[src/rtl/writeback_arbiter.sv]
// Writeback arbiter: merges single-cycle ALU results with FIFO-buffered LSU results
// onto one register-file write port, with starvation stall and hazard lookup.

module writeback_arbiter_checker (
   input logic clk,
   input logic rst,
   input logic alu_valid,
   input logic alu_stall
);
   // Upstream must hold off ALU results while a stall is requested
   property p_no_alu_during_stall;
      @(posedge clk) disable iff (rst) alu_stall |-> !alu_valid;
   endproperty
   a_no_alu_during_stall: assert property (p_no_alu_during_stall);
endmodule

module writeback_arbiter #(
   parameter int XLEN         = 32,
   parameter int DEPTH        = 4,
   parameter int STARVE_LIMIT = 8
) (
   input  logic            clk,
   input  logic            rst,
   input  logic            alu_valid,
   input  logic [4:0]      alu_rd,
   input  logic [XLEN-1:0] alu_result,
   input  logic            lsu_valid,
   output logic            lsu_ready,
   input  logic [4:0]      lsu_rd,
   input  logic [XLEN-1:0] lsu_data,
   output logic            alu_stall,
   input  logic [4:0]      read_addr1,
   input  logic [4:0]      read_addr2,
   output logic            rd_pending1,
   output logic            rd_pending2,
   output logic            reg_write_en,
   output logic [4:0]      write_addr,
   output logic [XLEN-1:0] write_data
);
   localparam int PTR_W  = $clog2(DEPTH);
   localparam int CNT_W  = PTR_W + 1;
   localparam int WAIT_W = $clog2(STARVE_LIMIT + 1);

   logic [4:0]      fifo_rd_r   [DEPTH];
   logic [XLEN-1:0] fifo_data_r [DEPTH];
   logic [PTR_W-1:0] head_r;
   logic [PTR_W-1:0] tail_r;
   logic [CNT_W-1:0] count_r;
   logic [WAIT_W-1:0] wait_cnt_r;
   logic              alu_stall_r;
   logic              reg_write_en_r;
   logic [4:0]        write_addr_r;
   logic [XLEN-1:0]   write_data_r;

   logic              full_s;
   logic              empty_s;
   logic              push_s;
   logic              pop_s;
   logic [DEPTH-1:0]  occupied_s;
   logic [PTR_W-1:0]  offset_s;
   logic              hit1_s;
   logic              hit2_s;

   assign full_s  = (count_r == CNT_W'(DEPTH));
   assign empty_s = (count_r == CNT_W'(0));
   // rd==0 results are acknowledged but never stored
   assign push_s  = lsu_valid && !full_s && (lsu_rd != 5'd0);
   assign pop_s   = !alu_valid && !empty_s;

   assign lsu_ready    = !full_s;
   assign alu_stall    = alu_stall_r;
   assign reg_write_en = reg_write_en_r;
   assign write_addr   = write_addr_r;
   assign write_data   = write_data_r;

   // FIFO storage, written at the tail on push
   always_ff @(posedge clk) begin
      if (push_s) begin
         fifo_rd_r[tail_r]   <= lsu_rd;
         fifo_data_r[tail_r] <= lsu_data;
      end
   end

   // FIFO pointers and occupancy
   always_ff @(posedge clk) begin
      if (rst) begin
         head_r  <= '0;
         tail_r  <= '0;
         count_r <= '0;
      end else begin
         if (push_s) tail_r <= tail_r + PTR_W'(1);
         if (pop_s)  head_r <= head_r + PTR_W'(1);
         count_r <= count_r + CNT_W'(push_s) - CNT_W'(pop_s);
      end
   end

   // Register-file write port: ALU first, otherwise drain the FIFO head
   always_ff @(posedge clk) begin
      if (rst) begin
         reg_write_en_r <= 1'b0;
         write_addr_r   <= 5'd0;
         write_data_r   <= '0;
      end else if (alu_valid) begin
         reg_write_en_r <= (alu_rd != 5'd0);
         write_addr_r   <= alu_rd;
         write_data_r   <= alu_result;
      end else if (!empty_s) begin
         reg_write_en_r <= (fifo_rd_r[head_r] != 5'd0);
         write_addr_r   <= fifo_rd_r[head_r];
         write_data_r   <= fifo_data_r[head_r];
      end else begin
         reg_write_en_r <= 1'b0;
      end
   end

   // Starvation counter and the registered stall request it drives
   always_ff @(posedge clk) begin
      if (rst) begin
         wait_cnt_r  <= '0;
         alu_stall_r <= 1'b0;
      end else begin
         if (empty_s || pop_s) begin
            wait_cnt_r <= '0;
         end else if (wait_cnt_r != WAIT_W'(STARVE_LIMIT)) begin
            wait_cnt_r <= wait_cnt_r + WAIT_W'(1);
         end
         alu_stall_r <= (wait_cnt_r == WAIT_W'(STARVE_LIMIT)) && !pop_s;
      end
   end

   // Hazard lookup over live FIFO slots and the in-flight write
   always_comb begin
      occupied_s = '0;
      offset_s   = '0;
      hit1_s     = 1'b0;
      hit2_s     = 1'b0;
      for (int i = 0; i < DEPTH; i++) begin
         offset_s      = PTR_W'(i) - head_r;
         occupied_s[i] = ({1'b0, offset_s} < count_r);
         hit1_s = hit1_s | (occupied_s[i] && (fifo_rd_r[i] == read_addr1));
         hit2_s = hit2_s | (occupied_s[i] && (fifo_rd_r[i] == read_addr2));
      end
      rd_pending1 = (read_addr1 != 5'd0) &&
                    (hit1_s || (reg_write_en_r && (write_addr_r == read_addr1)));
      rd_pending2 = (read_addr2 != 5'd0) &&
                    (hit2_s || (reg_write_en_r && (write_addr_r == read_addr2)));
   end

   writeback_arbiter_checker u_checker (
      .clk       (clk),
      .rst       (rst),
      .alu_valid (alu_valid),
      .alu_stall (alu_stall_r)
   );
endmodule
[config.mk]
export PLATFORM = sky130hd
export DESIGN_NAME = writeback_arbiter
export DESIGN_NICKNAME = d
export VERILOG_FILES = /design/src/rtl/writeback_arbiter.sv
export SDC_FILE = /design/constraint.sdc
export NUM_CORES = 1
export LEC_CHECK = 0
export CAP_MARGIN = 20
export CORE_ASPECT_RATIO = 0.5
export CORE_MARGIN = 2
export CORE_UTILIZATION = 25
export CTS_BUF_LIST = sky130_fd_sc_hd__clkbuf_8
export DETAILED_ROUTE_END_ITERATION = 6
export SLEW_MARGIN = 5
export SYNTH_ARGS = -nofsm -noshare
export SYNTH_HDL_FRONTEND = slang
export SYNTH_SLANG_ARGS = --single-unit
[constraint.sdc]
create_clock -name clk -period 5.9 [get_ports clk]
set_input_delay 0.59 -clock clk [delete_from_list [all_inputs] [get_ports clk]]
set_output_delay 0.59 -clock clk [all_outputs]
set_load 0.005 [all_outputs]
==> impl_metrics.ini <==
[status]
status = finished clean

[yosys]
yosysMostFrequentCell = edfxtp_1
synth_warnings = 0
yosysUniqueCellTypes = 39
synth.top_cell.area_share_pct = 52.5
synth_seq_area_share_pct = 64.8
synthArstFlopShare_pct = 0
syn_inst = 580
synth_area_um2 = 8460
synth_area_leader_cell = edfxtp_1
synth_common_cells = edfxtp_1, nor2_1, dfxtp_1
avgSynthCellArea_um2 = 14.6
synth_edf_count = 148
syn-num-nets = 681
yosys_most_used_dff = edfxtp_1
ys_ff_latch = 200
synth_area_leaders = edfxtp_1, dfxtp_1, mux4_2, mux2i_1, nor2_1

[cells_and_area]
final_nets = 800
drive_gt1_share_pct = 11.8
area_growth_pct = 26.3
stdcell_count = 1154
final_util_pct = 32.2

[setup_path]
cp_slowest_cell = or4_1
critPathMaxFanout = 5
cp_top_family = buffers and inverters
crit_type = register to primary output
worst_setup_path_end_kind = primary output
worstPathCellList = inv_1 > ha_1 > nand2b_1 > o22ai_1 > or4_1 > o211ai_1 > o22a_1 > clkdlybuf4s50_1
crit_path_start_kind = register
cp_num_buf_inv = 2
arrival_ns = 2.96
cp_data_required_time_ns = 5.31
cp_slowest_stage_delay_ns = 0.55
r2r_slack_ns = 3.39

[cts]
cts_made_buffers = 17
cts_setup_buffers = 0
clkSinkCount = 200
ctsResizeCount = 0
cts_hold_buf = 0
htreeDepth = 4
clock-root-buffer = clkbuf_8
clkTransAtPathRegs_ns = 0.09
cts_tree = yes
clock_path_buffers = 2
clock_latency_ns = 0.45

[sta]
fin_skew_ns = 0.0125
fin_setup_tns_ns = 0
final_hold_viol_count = 0
fmax_ghz = 0.282
maxSlewViolCount = 0
layout_min_cycle_time_ns = 3.55
period_share_pct = 60.1
setup_viol = 0
slew_headroom_pct = 29.4
tightest_slew_ns = 1.06
rsz0062_at_grt = no
layout_setup_ws_ns = 2.35

[power_and_ir_drop]
power.leakage_nw = 3.61
p_clk_share_pct = 24.1
p_per_area_nw_per_um2 = 364
swShare_pct = 29.1
p_int_mw = 2.76
comb_power_share_pct = 28.8
irDropWorstVdd_mv = 0.177
p_sw_mw = 1.13
p_seq_share_pct = 47.2
design_power_total_mw = 3.89

[floorplanning]
die_h_um = 134
core_area_um2 = 33200
rows = 47
ios = 130
start_util_pct = 25.5
die_area_um2 = 35400
die_w_um = 264

[place]
dp_slack_ns = 2.53
port_buffers = 129
dpl.hpwl_um = 12600
placed_cells = 1117
gp_congestion = 0.788

[detailed_routing]
viasPerCell = 4.34
totalWireLength_um = 18900
firstDrtPassIters = 4
drt-initial-drc-count = 315
drtAntennaViolNets = 0
routedWlPerCell_um = 16.4
vias = 5006
drc = 0

[grt]
grt_usage_pct = 10.9
grt_pass1_wl_um = 29400
grt_max_degree = 78
first_global_vias = 5295
antenna_found_initial = 1
overflow = 0

[flow_run]
max_cap_viol_count = 0

[min_path]
hold_class = register to register
[worst min-delay path: stages, from the launching register on]
cell and delay (ns):
dfxtp_1 0.34, nand2b_1 0.07, a21oi_1 0.06
[area by class of cell]
cell class	instances	area, um^2
Sequential cell	200	5490
Clock buffer	17	234
Multi-Input combinational cell	332	2790
Fill cell	3264	22500
Clock inverter	15	198
Antenna cell	1	2.50
Inverter	12	45.0
Tap cell	441	552
Timing Repair Buffer	136	1380
[power by group through the flow]
stage / Combinational [mW] / Sequential (mW) / Clock [mW]
2_1_floorplan: 0.800 / 1.80 / 0
3_3_place_gp: 1.10 / 1.87 / 0
3_5_place_dp: 1.12 / 1.88 / 0
4_1_cts: 1.13 / 1.84 / 0.964
5_1_grt: 1.24 / 1.86 / 1.01
6_report: 1.12 / 1.83 / 0.936
[per-layer routing]
metal / track usage, % / vias up / part of all wire, %
li1: - / 2370 / -
met1: 12.0 / 2571 / 41
met2: 21.0 / 52 / 55
met3: 2.15 / 13 / 2.4
met4: 3.38 / 0 / 1.6
met5: 0 / - / 0
[flip-flops by register name, indices dropped and copies added, names as in the netlist, named ones only]
name          flops
alu_stall         1
count_r           3
fifo_data_r     128
fifo_rd_r        20
head_r            2
reg_write_en      1
tail_r            2
wait_cnt_r        4
write_addr        5
write_data       32
[final timing paths]
kind	cells after the start	from	to
setup / recovery	8	count_r[1]	rd_pending2
hold / removal	2	wait_cnt_r[2]	wait_cnt_r[2]
setup reg to reg	10	count_r[2]	count_r[2]
hold reg to reg	2	wait_cnt_r[2]	wait_cnt_r[2]
[per-stage QoR]
stage	instance area (um^2)	hold slack, ns
finish	10700	0.506
CTS	10600	0.507
global route	10700	0.540
detailed placement	10200	0.490
floorplan	8460	0.464
global placement	10200	0.476
[cells by family after synthesis]
group / Yosys count / share of synthesized area (%)
compound gates: 55 / 3.52
xor+xnor: 58 / 6.00
fa+ha+maj: 13 / 2.01
buf+inv: 48 / 2.38
flops: 200 / 64.8
mux: 74 / 14.2
simple gates: 132 / 7.04
[cell usage in the layout, fill, tap and decap left out, drive strengths merged, types with 5 or more instances in the layout]
cell,count
edfxtp,148
clkdlybuf4s50,127
nor2,87
dfxtp,52
a21oi,44
mux4,37
mux2i,37
xnor2,32
xor2,26
inv,19
clkbuf,17
ha,12
buf,9
nand3,8
nand2,6
or4,6
nor4,5
nor3,5
Power figures use the tool's default switching activity.
